## src/rtl/mem_arbiter_if.sv

```systemverilog
// Bus bundle between the fetch/data requesters, the shared memory and mem_arbiter.
// slave: arbiter side; master: requesters plus memory side.
interface mem_arbiter_if #(
    parameter int ADDR_W = 32,
    parameter int DATA_W = 32
);
    logic              f_req_i;
    logic [ADDR_W-1:0] f_addr_i;
    logic              f_flush_i;
    logic              f_gnt_o;
    logic              f_rvalid_o;
    logic [DATA_W-1:0] f_rdata_o;
    logic              d_req_i;
    logic              d_we_i;
    logic [ADDR_W-1:0] d_addr_i;
    logic [DATA_W-1:0] d_wdata_i;
    logic [3:0]        d_be_i;
    logic              d_gnt_o;
    logic              d_rvalid_o;
    logic [DATA_W-1:0] d_rdata_o;
    logic              m_en_o;
    logic              m_we_o;
    logic [ADDR_W-1:0] m_addr_o;
    logic [DATA_W-1:0] m_wdata_o;
    logic [3:0]        m_be_o;
    logic [DATA_W-1:0] m_rdata_i;
    logic              busy_o;
    logic              owner_o;

    modport slave (
        input  f_req_i, f_addr_i, f_flush_i,
        input  d_req_i, d_we_i, d_addr_i,
        input  d_wdata_i, d_be_i, m_rdata_i,
        output f_gnt_o, f_rvalid_o, f_rdata_o,
        output d_gnt_o, d_rvalid_o, d_rdata_o,
        output m_en_o, m_we_o, m_addr_o,
        output m_wdata_o, m_be_o,
        output busy_o, owner_o
    );

    modport master (
        output f_req_i, f_addr_i, f_flush_i,
        output d_req_i, d_we_i, d_addr_i,
        output d_wdata_i, d_be_i, m_rdata_i,
        input  f_gnt_o, f_rvalid_o, f_rdata_o,
        input  d_gnt_o, d_rvalid_o, d_rdata_o,
        input  m_en_o, m_we_o, m_addr_o,
        input  m_wdata_o, m_be_o,
        input  busy_o, owner_o
    );
endinterface

```

## src/rtl/mem_arbiter.sv

```systemverilog
// Arbitrates fetch (F, read-only) and data (D, read/write) ports onto one
// fixed-latency single-port memory: IDLE -> ISSUE -> WAIT -> RESP.
// Ports: clk_i, reset_i (async, active-low), bus (mem_arbiter_if.slave).
// Optional: MEM_ARB_STARVE_GUARD_EN bounds consecutive D grants while F waits.
module mem_arbiter #(
    parameter int ADDR_W  = 32,
    parameter int DATA_W  = 32,
    parameter int MEM_LAT = 1
`ifdef MEM_ARB_STARVE_GUARD_EN
    , parameter int STARVE_MAX = 4
`endif
) (
    input  logic         clk_i,
    input  logic         reset_i,
    mem_arbiter_if.slave bus
);
    localparam int CW = (MEM_LAT > 1) ? $clog2(MEM_LAT) : 1;

    typedef enum logic [1:0] {
        S_IDLE, S_ISSUE, S_WAIT, S_RESP
    } state_t;

    state_t            r_state;
    state_t            w_next;
    logic [CW-1:0]     r_cnt;
    logic              r_owner;
    logic              r_we;
    logic              r_sq;
    logic [ADDR_W-1:0] r_addr;
    logic [DATA_W-1:0] r_wdata;
    logic [3:0]        r_be;
    logic [DATA_W-1:0] r_frdata;
    logic [DATA_W-1:0] r_drdata;
    logic              w_arb;
    logic              w_pick_d;
    logic              w_last;
    logic              w_fbusy;

    assign w_arb = ((r_state == S_IDLE) || (r_state == S_RESP))
                && (bus.f_req_i || bus.d_req_i);
    assign w_last = (r_state == S_WAIT)
                 && (r_cnt == CW'(MEM_LAT - 1));
    assign w_fbusy = (r_state != S_IDLE) && !r_owner;

`ifdef MEM_ARB_STARVE_GUARD_EN
    localparam int SW = $clog2(STARVE_MAX + 2);

    logic [SW-1:0] r_starve;
    logic          w_force_f;

    assign w_force_f = bus.f_req_i
                    && (r_starve == SW'(STARVE_MAX));
    assign w_pick_d = bus.d_req_i && !w_force_f;

    // Counts D grants issued while F was left waiting.
    always_ff @(posedge clk_i or negedge reset_i) begin
        if (!reset_i) begin
            r_starve <= '0;
        end else if (r_state == S_ISSUE && !r_owner) begin
            r_starve <= '0;
        end else if (r_state == S_ISSUE && bus.f_req_i) begin
            r_starve <= r_starve + 1'b1;
        end else if (w_arb && !bus.f_req_i) begin
            r_starve <= '0;
        end
    end
`else
    assign w_pick_d = bus.d_req_i;
`endif

    always_ff @(posedge clk_i or negedge reset_i) begin
        if (!reset_i) begin
            r_state <= S_IDLE;
        end else begin
            r_state <= w_next;
        end
    end

    always_comb begin
        w_next = r_state;
        unique case (r_state)
            S_IDLE:  if (w_arb) w_next = S_ISSUE;
            S_ISSUE: w_next = S_WAIT;
            S_WAIT:  if (w_last) w_next = S_RESP;
            S_RESP:  w_next = w_arb ? S_ISSUE : S_IDLE;
            default: w_next = S_IDLE;
        endcase
    end

    always_ff @(posedge clk_i or negedge reset_i) begin
        if (!reset_i) begin
            r_cnt    <= '0;
            r_owner  <= 1'b0;
            r_we     <= 1'b0;
            r_sq     <= 1'b0;
            r_addr   <= '0;
            r_wdata  <= '0;
            r_be     <= '0;
            r_frdata <= '0;
            r_drdata <= '0;
        end else begin
            if (w_arb) begin
                r_owner <= w_pick_d;
                r_addr  <= w_pick_d ? bus.d_addr_i
                                    : bus.f_addr_i;
                r_we    <= w_pick_d && bus.d_we_i;
                r_wdata <= w_pick_d ? bus.d_wdata_i : '0;
                r_be    <= (w_pick_d && bus.d_we_i)
                         ? bus.d_be_i : 4'b0000;
            end
            if (r_state == S_ISSUE) begin
                r_cnt <= '0;
            end else if (r_state == S_WAIT) begin
                r_cnt <= r_cnt + 1'b1;
            end
            // Clear wins: a flush in RESP belongs to the old access.
            if (w_arb) begin
                r_sq <= 1'b0;
            end else if (w_fbusy && bus.f_flush_i) begin
                r_sq <= 1'b1;
            end
            // A flush in the last WAIT cycle must already block capture.
            if (w_last && !r_owner
                && !(r_sq || bus.f_flush_i)) begin
                r_frdata <= bus.m_rdata_i;
            end
            if (w_last && r_owner && !r_we) begin
                r_drdata <= bus.m_rdata_i;
            end
        end
    end

    always_comb begin
        bus.m_en_o     = 1'b0;
        bus.m_we_o     = 1'b0;
        bus.m_be_o     = 4'b0000;
        bus.f_gnt_o    = 1'b0;
        bus.d_gnt_o    = 1'b0;
        bus.f_rvalid_o = 1'b0;
        bus.d_rvalid_o = 1'b0;
        bus.m_addr_o   = r_addr;
        bus.m_wdata_o  = r_wdata;
        bus.f_rdata_o  = r_frdata;
        bus.d_rdata_o  = r_drdata;
        bus.busy_o     = (r_state != S_IDLE);
        bus.owner_o    = r_owner;
        unique case (r_state)
            S_ISSUE: begin
                bus.m_en_o  = 1'b1;
                bus.m_we_o  = r_we;
                bus.m_be_o  = r_be;
                bus.f_gnt_o = !r_owner;
                bus.d_gnt_o = r_owner;
            end
            S_RESP: begin
                bus.f_rvalid_o = !r_owner && !r_sq;
                bus.d_rvalid_o = r_owner;
            end
            default: begin
            end
        endcase
    end
endmodule

```

## src/flat_wrapper.sv

```systemverilog
// flat-port wrapper written by rule: the top's interface ports become plain ports
module mem_arbiter_flat 
#(
    parameter int ADDR_W  = 32,
    parameter int DATA_W  = 32,
    parameter int MEM_LAT = 1

)
  (clk_i, reset_i, bus_f_req_i, bus_f_addr_i, bus_f_flush_i, bus_d_req_i, bus_d_we_i, bus_d_addr_i, bus_d_wdata_i, bus_d_be_i, bus_m_rdata_i, bus_f_gnt_o, bus_f_rvalid_o, bus_f_rdata_o, bus_d_gnt_o, bus_d_rvalid_o, bus_d_rdata_o, bus_m_en_o, bus_m_we_o, bus_m_addr_o, bus_m_wdata_o, bus_m_be_o, bus_busy_o, bus_owner_o);
  mem_arbiter_if #(.ADDR_W(ADDR_W), .DATA_W(DATA_W)) bus_i ();
  input  logic clk_i;
  input  logic reset_i;
  input wire logic [$bits(bus_i.f_req_i)-1:0] bus_f_req_i;
  input wire logic [$bits(bus_i.f_addr_i)-1:0] bus_f_addr_i;
  input wire logic [$bits(bus_i.f_flush_i)-1:0] bus_f_flush_i;
  input wire logic [$bits(bus_i.d_req_i)-1:0] bus_d_req_i;
  input wire logic [$bits(bus_i.d_we_i)-1:0] bus_d_we_i;
  input wire logic [$bits(bus_i.d_addr_i)-1:0] bus_d_addr_i;
  input wire logic [$bits(bus_i.d_wdata_i)-1:0] bus_d_wdata_i;
  input wire logic [$bits(bus_i.d_be_i)-1:0] bus_d_be_i;
  input wire logic [$bits(bus_i.m_rdata_i)-1:0] bus_m_rdata_i;
  output wire logic [$bits(bus_i.f_gnt_o)-1:0] bus_f_gnt_o;
  output wire logic [$bits(bus_i.f_rvalid_o)-1:0] bus_f_rvalid_o;
  output wire logic [$bits(bus_i.f_rdata_o)-1:0] bus_f_rdata_o;
  output wire logic [$bits(bus_i.d_gnt_o)-1:0] bus_d_gnt_o;
  output wire logic [$bits(bus_i.d_rvalid_o)-1:0] bus_d_rvalid_o;
  output wire logic [$bits(bus_i.d_rdata_o)-1:0] bus_d_rdata_o;
  output wire logic [$bits(bus_i.m_en_o)-1:0] bus_m_en_o;
  output wire logic [$bits(bus_i.m_we_o)-1:0] bus_m_we_o;
  output wire logic [$bits(bus_i.m_addr_o)-1:0] bus_m_addr_o;
  output wire logic [$bits(bus_i.m_wdata_o)-1:0] bus_m_wdata_o;
  output wire logic [$bits(bus_i.m_be_o)-1:0] bus_m_be_o;
  output wire logic [$bits(bus_i.busy_o)-1:0] bus_busy_o;
  output wire logic [$bits(bus_i.owner_o)-1:0] bus_owner_o;
  assign bus_i.f_req_i = bus_f_req_i;
  assign bus_i.f_addr_i = bus_f_addr_i;
  assign bus_i.f_flush_i = bus_f_flush_i;
  assign bus_i.d_req_i = bus_d_req_i;
  assign bus_i.d_we_i = bus_d_we_i;
  assign bus_i.d_addr_i = bus_d_addr_i;
  assign bus_i.d_wdata_i = bus_d_wdata_i;
  assign bus_i.d_be_i = bus_d_be_i;
  assign bus_i.m_rdata_i = bus_m_rdata_i;
  assign bus_f_gnt_o = bus_i.f_gnt_o;
  assign bus_f_rvalid_o = bus_i.f_rvalid_o;
  assign bus_f_rdata_o = bus_i.f_rdata_o;
  assign bus_d_gnt_o = bus_i.d_gnt_o;
  assign bus_d_rvalid_o = bus_i.d_rvalid_o;
  assign bus_d_rdata_o = bus_i.d_rdata_o;
  assign bus_m_en_o = bus_i.m_en_o;
  assign bus_m_we_o = bus_i.m_we_o;
  assign bus_m_addr_o = bus_i.m_addr_o;
  assign bus_m_wdata_o = bus_i.m_wdata_o;
  assign bus_m_be_o = bus_i.m_be_o;
  assign bus_busy_o = bus_i.busy_o;
  assign bus_owner_o = bus_i.owner_o;
  mem_arbiter #(.ADDR_W(ADDR_W), .DATA_W(DATA_W), .MEM_LAT(MEM_LAT)) u_core (.clk_i(clk_i), .reset_i(reset_i), .bus(bus_i));
endmodule
```

## config.mk

```make
export PLATFORM = sky130hd
export DESIGN_NAME = mem_arbiter_flat
export DESIGN_NICKNAME = d
export VERILOG_FILES = /design/src/rtl/mem_arbiter_if.sv /design/src/rtl/mem_arbiter.sv /design/src/flat_wrapper.sv
export SDC_FILE = /design/constraint.sdc
export NUM_CORES = 1
export LEC_CHECK = 0
export CAP_MARGIN = 0
export CORE_UTILIZATION = 38
export DETAILED_ROUTE_END_ITERATION = 7
export PLACE_DENSITY = 0.76
export SLEW_MARGIN = 25
export SYNTH_ARGS = -nofsm -noshare
export SYNTH_HDL_FRONTEND = slang
export SYNTH_SLANG_ARGS = --single-unit
export TNS_END_PERCENT = 20
```

## constraint.sdc

```tcl
create_clock -name clk_i -period 3.17 [get_ports clk_i]
set_clock_uncertainty 0.15 [all_clocks]
set_input_delay 0.4755 -clock clk_i [delete_from_list [all_inputs] [get_ports clk_i]]
set_output_delay 0.4755 -clock clk_i [all_outputs]
set_load 0.02 [all_outputs]
```

==> impl_metrics.csv, run 1 <==
group,metric,value,unit
outcome,result_of_the_run,"finished, final reports clean",
cts,clkSlewWorstSetupHoldPaths,60,ps
synthesis,synth.net_count,607,
synthesis,portion_of_the_post_synthesis_area_used_by_sequential_elements,60.66,%
cts,cts-hold-fix-buffers,1,
synthesis,synth.lib_cells_used.distinct,29,
flow_run,cap_violations,0,
cts,tritoncts,"yes",
synthesis,synth_area,5693,um^2
grt,grt_max_degree,61,
grt,antenna_found_initial,0,
sta,finalMaxSlewViolations,0,
grt,wire_length_of_the_first_global_routing_pass,24540,um
synthesis,synth_seq_cells,138,
synthesis,synth.avg_cell_area,12.27,um^2
layout,area.sequential,3453,um^2
layout,area_of_combinational_cells_with_multiple_inputs,2054,um^2
layout,drive_above_1_share,14.70,%
synthesis,synth-warning-count,0,
layout,syn_to_final_growth,62.13,%
detailed_routing,wire_per_inst,15.96,um
layout,antenna-diode-count,0,
detailed_routing,drt_first_pass_iters,4,
layout,most-common-layout-cells,"275 x sky130_fd_sc_hd__clkdlybuf4s50_1, 138 x sky130_fd_sc_hd__dfrtp_1, 96 x sky130_fd_sc_hd__nand2_1",
worst_setup_path,terminus_of_the_critical_flop_to_flop_path,"u_core.bus.f_rdata_o[14]",
worst_setup_path,cp-end-kind,"output pin",
detailed_routing,drc,0,
worst_setup_path,worstReg2RegStart,"u_core.r_state[0]",
synthesis,netlist_top_cells_area,"sky130_fd_sc_hd__dfrtp_1 61%, sky130_fd_sc_hd__mux2_2 13%, sky130_fd_sc_hd__nand2_1 6.3%",
sta,final-hold-violation-count,0,
placement,hpwlAfterDp,11280,um
worst_setup_path,worst_path_largest_cell_delay,650,ps
worst_setup_path,timing_worst_setup_path_type,"register to output pin",
sta,finalSetupViolations,0,
sta,finalWorstSetupSlack,342.3,ps
placement,port_buffers,277,
worst_setup_path,cp_data_required_time,2540,ps
min_path,hold_start,"u_core.bus.m_addr_o[12]",
min_path,hold_path_end,"u_core.bus.m_addr_o[12]",
cts,clock_tree.buffer_depth,2,
detailed_routing,drt_first_iter_violations,187,
cts,post_cts.repair.setup_buffers,0,
worst_setup_path,timing.critical_path.slowest_stage_cell,"sky130_fd_sc_hd__clkdlybuf4s50_1",
cts,cts.sinks,138,
placement,pre_cts_worst_setup_slack,745.7,ps
power,p_total,0.009637,W
cts,cts_made_buffers,17,
worst_setup_path,cp_max_fo,9,
detailed_routing,routed-via-count,4483,
floorplan,ios,278,
layout,final_core_util,63.27,%
min_path,min_path_type,"register to register",
grt,grt_overflow_total,0,
worst_setup_path,critPathLaunchType,"register",
layout,fillCellCount,1143,
synthesis,syn-instance-count,464,
floorplan,design.die.area,15480,um^2
worst_setup_path,crit_path_cell_trace,"inv_1 > ha_1 > and2_1 > clkdlybuf4s50_1",
synthesis,synthDominantAreaCellType,"sky130_fd_sc_hd__dfrtp_1",
floorplan,chipWidth,124.4,um
floorplan,row_count,44,
worst_setup_path,crit_buf_inv,2,
sta,total_negative_slack,0,ps
sta,max_freq,0.3536,GHz
min_path,min_path_cells,2,
sta,period_share,89.20,%
sta,max_slew_margin,60.69,%
power,power.density,1044,nW/um^2
placement,postPlaceCellArea,8622,um^2
floorplan,coreArea,14590,um^2
detailed_routing,wl,14980,um
detailed_routing,vias_per_cell,4.774,
grt,grtUsageTotal,20.27,%
cts,cts.repair.resized,0,
worst_setup_path,r2r.worst_path.cells,6,
worst_setup_path,critical_path.top_delay_family,"buffers and inverters",
floorplan,start_util,39.02,%
layout,mostFrequentLayoutCell,"sky130_fd_sc_hd__clkdlybuf4s50_1",
cts,clk_lat_worst_skew,410,ps
layout,design.final.nets,885,
sta,tightestPinTransition,588.0,ps
floorplan,dieHeight,124.4,um
synthesis,synth.top_cell.area_share,60.66,%
sta,grt_setup_unrepaired,"false",
cts,cts_root_buffer,"sky130_fd_sc_hd__clkbuf_16",
placement,place.gp.congestion,0.7936,
power,leakagePower,4.012,nW
worst_setup_path,critPathArrivalTime,2200,ps
worst_setup_path,r2r_setup_slack,1050,ps
grt,first_global_vias,4829,
cts,h-tree-depth,4,
power,power.ir.vdd_worst,0.5697,mV
detailed_routing,antenna_left,0,
sta,finalCriticalPeriod,2828,ps
layout,final_design_area_no_fill,9230,um^2
==> per-stage QoR <==
stage | std cells | hold WS [ps]
2_1_floorplan | 464 | 29.91
3_3_place_gp | 906 | 310.7
3_5_place_dp | 906 | 320.2
4_1_cts | 939 | 333.1
5_1_grt | 939 | 360.1
6_report | 939 | 327.2
==> cells by family after synthesis <==
group                      count (synthesis)  share of synthesized area [%]
muxes                                     99                          18.86
buffers and inverters                     33                          3.385
and+or+nand+nor                          114                          8.769
adders and majority gates                  5                          1.099
DFF                                      138                          60.66
AOI/OAI and AO/OA                         75                          7.231
==> flip-flops by register name (all words and copies together), names as in the netlist <==
name,flops
u_core.r_we,1
u_core.bus.m_addr_o,32
u_core.r_cnt,1
u_core.bus.d_rdata_o,32
u_core.r_state,2
u_core.bus.f_rdata_o,32
u_core.bus.m_wdata_o,32
u_core.bus.owner_o,1
u_core.r_sq,1
u_core.r_be,4
==> cells in the mapped netlist <==
cell type	count
sky130_fd_sc_hd__dfrtp_1	138
sky130_fd_sc_hd__nand2_1	96
sky130_fd_sc_hd__mux2_2	64
sky130_fd_sc_hd__o21ai_0	64
sky130_fd_sc_hd__mux2i_1	33
sky130_fd_sc_hd__buf_2	10
sky130_fd_sc_hd__clkbuf_1	10
sky130_fd_sc_hd__and2_1	8
sky130_fd_sc_hd__buf_6	6
sky130_fd_sc_hd__ha_1	5
sky130_fd_sc_hd__a22o_1	4
sky130_fd_sc_hd__inv_1	4
sky130_fd_sc_hd__buf_4	3
sky130_fd_sc_hd__mux2_1	2
sky130_fd_sc_hd__nor2_1	2
sky130_fd_sc_hd__nor3b_1	2
sky130_fd_sc_hd__a211oi_1	1
sky130_fd_sc_hd__a21o_1	1
sky130_fd_sc_hd__a21oi_1	1
sky130_fd_sc_hd__a2bb2oi_1	1
sky130_fd_sc_hd__and3_1	1
sky130_fd_sc_hd__nand2b_2	1
sky130_fd_sc_hd__nor2b_1	1
sky130_fd_sc_hd__nor3_1	1
sky130_fd_sc_hd__nor3b_4	1
sky130_fd_sc_hd__nor4_4	1
sky130_fd_sc_hd__o21a_1	1
sky130_fd_sc_hd__o21bai_2	1
sky130_fd_sc_hd__o32ai_1	1
==> metal layers <==
metal  wire [um]  vias up  global-route usage [%]
met4         291        0                   8.363
met1        5951     2119                   22.75
met2        7436      210                   34.61
met5           0        -                       0
met3        1302       24                   7.431
li1            -     2130                       -
==> tightest hold or removal path: stages, from the launching register on <==
cell                      delay, ps
sky130_fd_sc_hd__dfrtp_1        340
sky130_fd_sc_hd__nand2_1         40
sky130_fd_sc_hd__o21ai_0         60
==> area by class of cell <==
cell class              count  area share, %
clock buffers              18          4.650
clock inverters            14          1.830
flip-flops and latches    138          37.41
multi-input cells         293          22.26
well taps                 184          2.494
repair buffers            288          31.19
inverters                   4         0.1627
==> power by group <==
| group | leakage [nW] | internal, W | total [W] | switching [W] |
|---|---|---|---|---|
| registers | 1.72 | 0.00259 | 0.00305 | 0.000461 |
| logic | 2.00 | 0.00226 | 0.00459 | 0.00233 |
| clock network | 0.291 | 0.00124 | 0.00199 | 0.000754 |
==> worst max-delay path by stage <==
stage	from	endpoint	slack (ps)	cells after the start
floorplan	u_core.r_state[1]	bus_f_gnt_o	1310	3
global placement	u_core.r_state[1]	bus_m_we_o	800	4
detailed placement	u_core.r_state[1]	bus_m_we_o	750	4
CTS	u_core.r_state[1]	bus_m_we_o	290	4
global route	u_core.r_state[1]	bus_m_we_o	210	4
finish	u_core.r_state[1]	bus_m_we_o	340	4
(Power assumes the default switching activity.)
==> run 2, diff against run 1 <==
--- a/config.mk
+++ b/config.mk
@@ -9,7 +9,6 @@
 export CORE_UTILIZATION = 38
 export DETAILED_ROUTE_END_ITERATION = 7
 export PLACE_DENSITY = 0.76
-export SLEW_MARGIN = 25
 export SYNTH_ARGS = -nofsm -noshare
 export SYNTH_HDL_FRONTEND = slang
 export SYNTH_SLANG_ARGS = --single-unit
==> results of run 2 <==
Final layout, timing and power as in run 1 (identical DEF).
==> run 3, diff against run 2 <==
--- a/config.mk
+++ b/config.mk
@@ -8,7 +8,8 @@
 export CAP_MARGIN = 0
 export CORE_UTILIZATION = 38
 export DETAILED_ROUTE_END_ITERATION = 7
-export PLACE_DENSITY = 0.76
+export DONT_BUFFER_PORTS = 1
+export HOLD_SLACK_MARGIN = 0.05
 export SYNTH_ARGS = -nofsm -noshare
 export SYNTH_HDL_FRONTEND = slang
 export SYNTH_SLANG_ARGS = --single-unit
==> constraint.sdc (replaced) <==
create_clock -name clk_i -period 3.5 [get_ports clk_i]
set_clock_uncertainty 0.15 [all_clocks]
set_input_delay 0.525 -clock clk_i [delete_from_list [all_inputs] [get_ports clk_i]]
set_output_delay 0.525 -clock clk_i [all_outputs]
set_load 0.02 [all_outputs]
==> run 3 against run 2 <==
Net effect: the flow now finishes with violations (negative hold slack); sequential share of layout area rose by 17 points; clock-buffer cell count increased by 3; flip-flop and latch count unchanged; sequential power up 23%.
==> impl_metrics.csv, run 3 (synthesis gave the netlist of run 1 again) <==
group,metric,value,unit
detailed_routing,vias_per_cell,5.271,
detailed_routing,wl,12150,um
worst_setup_path,critical_path.top_delay_family,"adder cells",
worst_setup_path,crit_buf_inv,1,
worst_setup_path,critPathArrivalTime,1870,ps
placement,port_buffers,0,
layout,syn_to_final_growth,12.15,%
sta,max_slew_margin,48.90,%
worst_setup_path,worst-path-stages,3,
floorplan,dieHeight,124.4,um
detailed_routing,drt_first_iter_violations,111,
detailed_routing,antenna_left,0,
sta,total_negative_slack,0,ps
layout,drive_above_1_share,21.75,%
flow_run,cap_violations,0,
placement,place.gp.congestion,0.7415,
worst_setup_path,cp_data_required_time,2820,ps
cts,post_cts.repair.setup_buffers,0,
cts,h-tree-depth,4,
power,power_frac_comb,21.7,%
cts,cts.sinks,138,
sta,final.hold.worst_slack,-338.4,ps
detailed_routing,routed-via-count,3442,
worst_setup_path,r2r_setup_slack,1360,ps
power,power.switching,0.002887,W
placement,pre_cts_worst_setup_slack,1354,ps
grt,antenna_found_initial,0,
cts,clock_tree.buffer_depth,2,
detailed_routing,wire_per_inst,18.60,um
grt,grt_max_degree,139,
cts,tritoncts,"yes",
outcome,result_of_the_run,"finished, violations left",
grt,grtUsageTotal,16.38,%
worst_setup_path,terminus_of_the_critical_flop_to_flop_path,"u_core.bus.d_rdata_o[1]",
floorplan,chipWidth,124.4,um
grt,wire_length_of_the_first_global_routing_pass,19780,um
detailed_routing,drt_first_pass_iters,4,
floorplan,ios,278,
power,p_total,0.007053,W
cts,clkSlewWorstSetupHoldPaths,60,ps
power,pwr-share-clk,25.3,%
cts,cts_root_buffer,"sky130_fd_sc_hd__clkbuf_16",
layout,most-common-layout-cells,"138 x sky130_fd_sc_hd__dfrtp_1, 96 x sky130_fd_sc_hd__nand2_1, 64 x sky130_fd_sc_hd__mux2_2, 64 x sky130_fd_sc_hd__o21ai_0, 33 x sky130_fd_sc_hd__mux2i_1",
floorplan,design.die.area,15480,um^2
sta,finalSetupViolations,0,
outcome,violations,"negative hold slack",
worst_setup_path,critPathLaunchType,"register",
worst_setup_path,cp-end-kind,"output pin",
power,power_switching_share,40.93,%
sta,max_freq,0.3935,GHz
worst_setup_path,worstReg2RegStart,"u_core.r_state[0]",
cts,cts.repair.resized,0,
floorplan,start_util,39.02,%
layout,design.final.nets,600,
grt,grt_overflow_total,0,
worst_setup_path,crit_path_cell_trace,"inv_1 > ha_1 > nor2b_1",
worst_setup_path,worst_path_largest_cell_delay,470,ps
power,power.ir.vdd_worst,0.4707,mV
worst_setup_path,cp-startpoint,"u_core.r_state[1]",
power,leakagePower,2.910,nW
power,power.density,1105,nW/um^2
floorplan,row_count,44,
min_path,min_path_type,"input port to async pin",
worst_setup_path,timing_worst_setup_path_type,"register to output pin",
sta,period_share,72.60,%
worst_setup_path,timing.critical_path.slowest_stage_cell,"sky130_fd_sc_hd__ha_1",
sta,grt_setup_unrepaired,"false",
worst_setup_path,cp_max_fo,9,
floorplan,coreArea,14590,um^2
power,cellInternalPower,0.004166,W
grt,first_global_vias,3670,
sta,finalMaxSlewViolations,0,
sta,tightestPinTransition,764.9,ps
cts,cts_made_buffers,17,
sta,final-hold-violation-count,138,
cts,clk_lat_worst_skew,410,ps
worst_setup_path,worstSetupEndpoint,"bus_f_gnt_o",
detailed_routing,drc,0,
sta,finalCriticalPeriod,2541,ps
layout,mostFrequentLayoutCell,"sky130_fd_sc_hd__dfrtp_1",
layout,fillCellCount,1348,
layout,antenna-diode-count,0,
sta,finalWorstSetupSlack,958.9,ps
placement,hpwlAfterDp,8408,um
power,p_seq_share,53.0,%
worst_setup_path,r2r.worst_path.cells,6,
[run 3: cell count changes in the layout (fill, tap and decap cells not counted), moves of 2 or more]
cell	delta
sky130_fd_sc_hd__buf_4	-6
sky130_fd_sc_hd__clkdlybuf4s50_1	-275
sky130_fd_sc_hd__clkbuf_8	+4
sky130_fd_sc_hd__inv_6	-2
[run 3: how the worst min path moves through the flow]
stage | startpoint | to | slack (ps) | cells after the start
after detailed placement | reset_i | u_core.bus.f_rdata_o[9] | 80 | 0
final | reset_i | u_core.bus.d_rdata_o[11] | -340 | 0
after CTS | reset_i | u_core.bus.d_rdata_o[12] | -360 | 0
after global routing | reset_i | u_core.bus.m_addr_o[28] | -370 | 0
after global placement | reset_i | u_core.bus.d_rdata_o[6] | 80 | 0
after floorplan | reset_i | u_core.bus.d_rdata_o[0] | 80 | 0
[run 3: per-layer routing]
metal / wire length [um] / global-route usage [%]
met1: 4706 / 18.37
met2: 5911 / 26.71
met3: 1388 / 7.818
met4: 140 / 6.520
met5: 0 / 0
[run 3: layout make-up]
| cell class | count | area [um^2] | share of cell area, % |
|---|---|---|---|
| clock buffer | 21 | 480.5 | 7.525 |
| inverter | 4 | 15.01 | 0.2352 |
| clock inverter | 10 | 116.4 | 1.822 |
| multi-input combinational | 293 | 2054 | 32.18 |
| sequential | 138 | 3453 | 54.09 |
| tap | 184 | 230.2 | 3.606 |
| timing repair buffer | 3 | 35.03 | 0.5487 |
[run 3: stage by stage]
step	instances	instance area [um^2]	utilization (%)
floorplan	464	5693	-
global placement	622	5788	39.67
detailed placement	622	5788	39.67
CTS	653	6385	43.77
global route	653	6385	43.77
finish	653	6385	43.77
[run 3: power by group through the flow]
| stage | clock [W] | sequential (W) | combinational [W] |
|---|---|---|---|
| floorplan | 0 | 0.00358 | 0.00137 |
| global placement | 0 | 0.00376 | 0.00148 |
| detailed placement | 0 | 0.00377 | 0.00158 |
| CTS | 0.00183 | 0.00376 | 0.00157 |
| global route | 0.00190 | 0.00383 | 0.00176 |
| finish | 0.00178 | 0.00374 | 0.00153 |
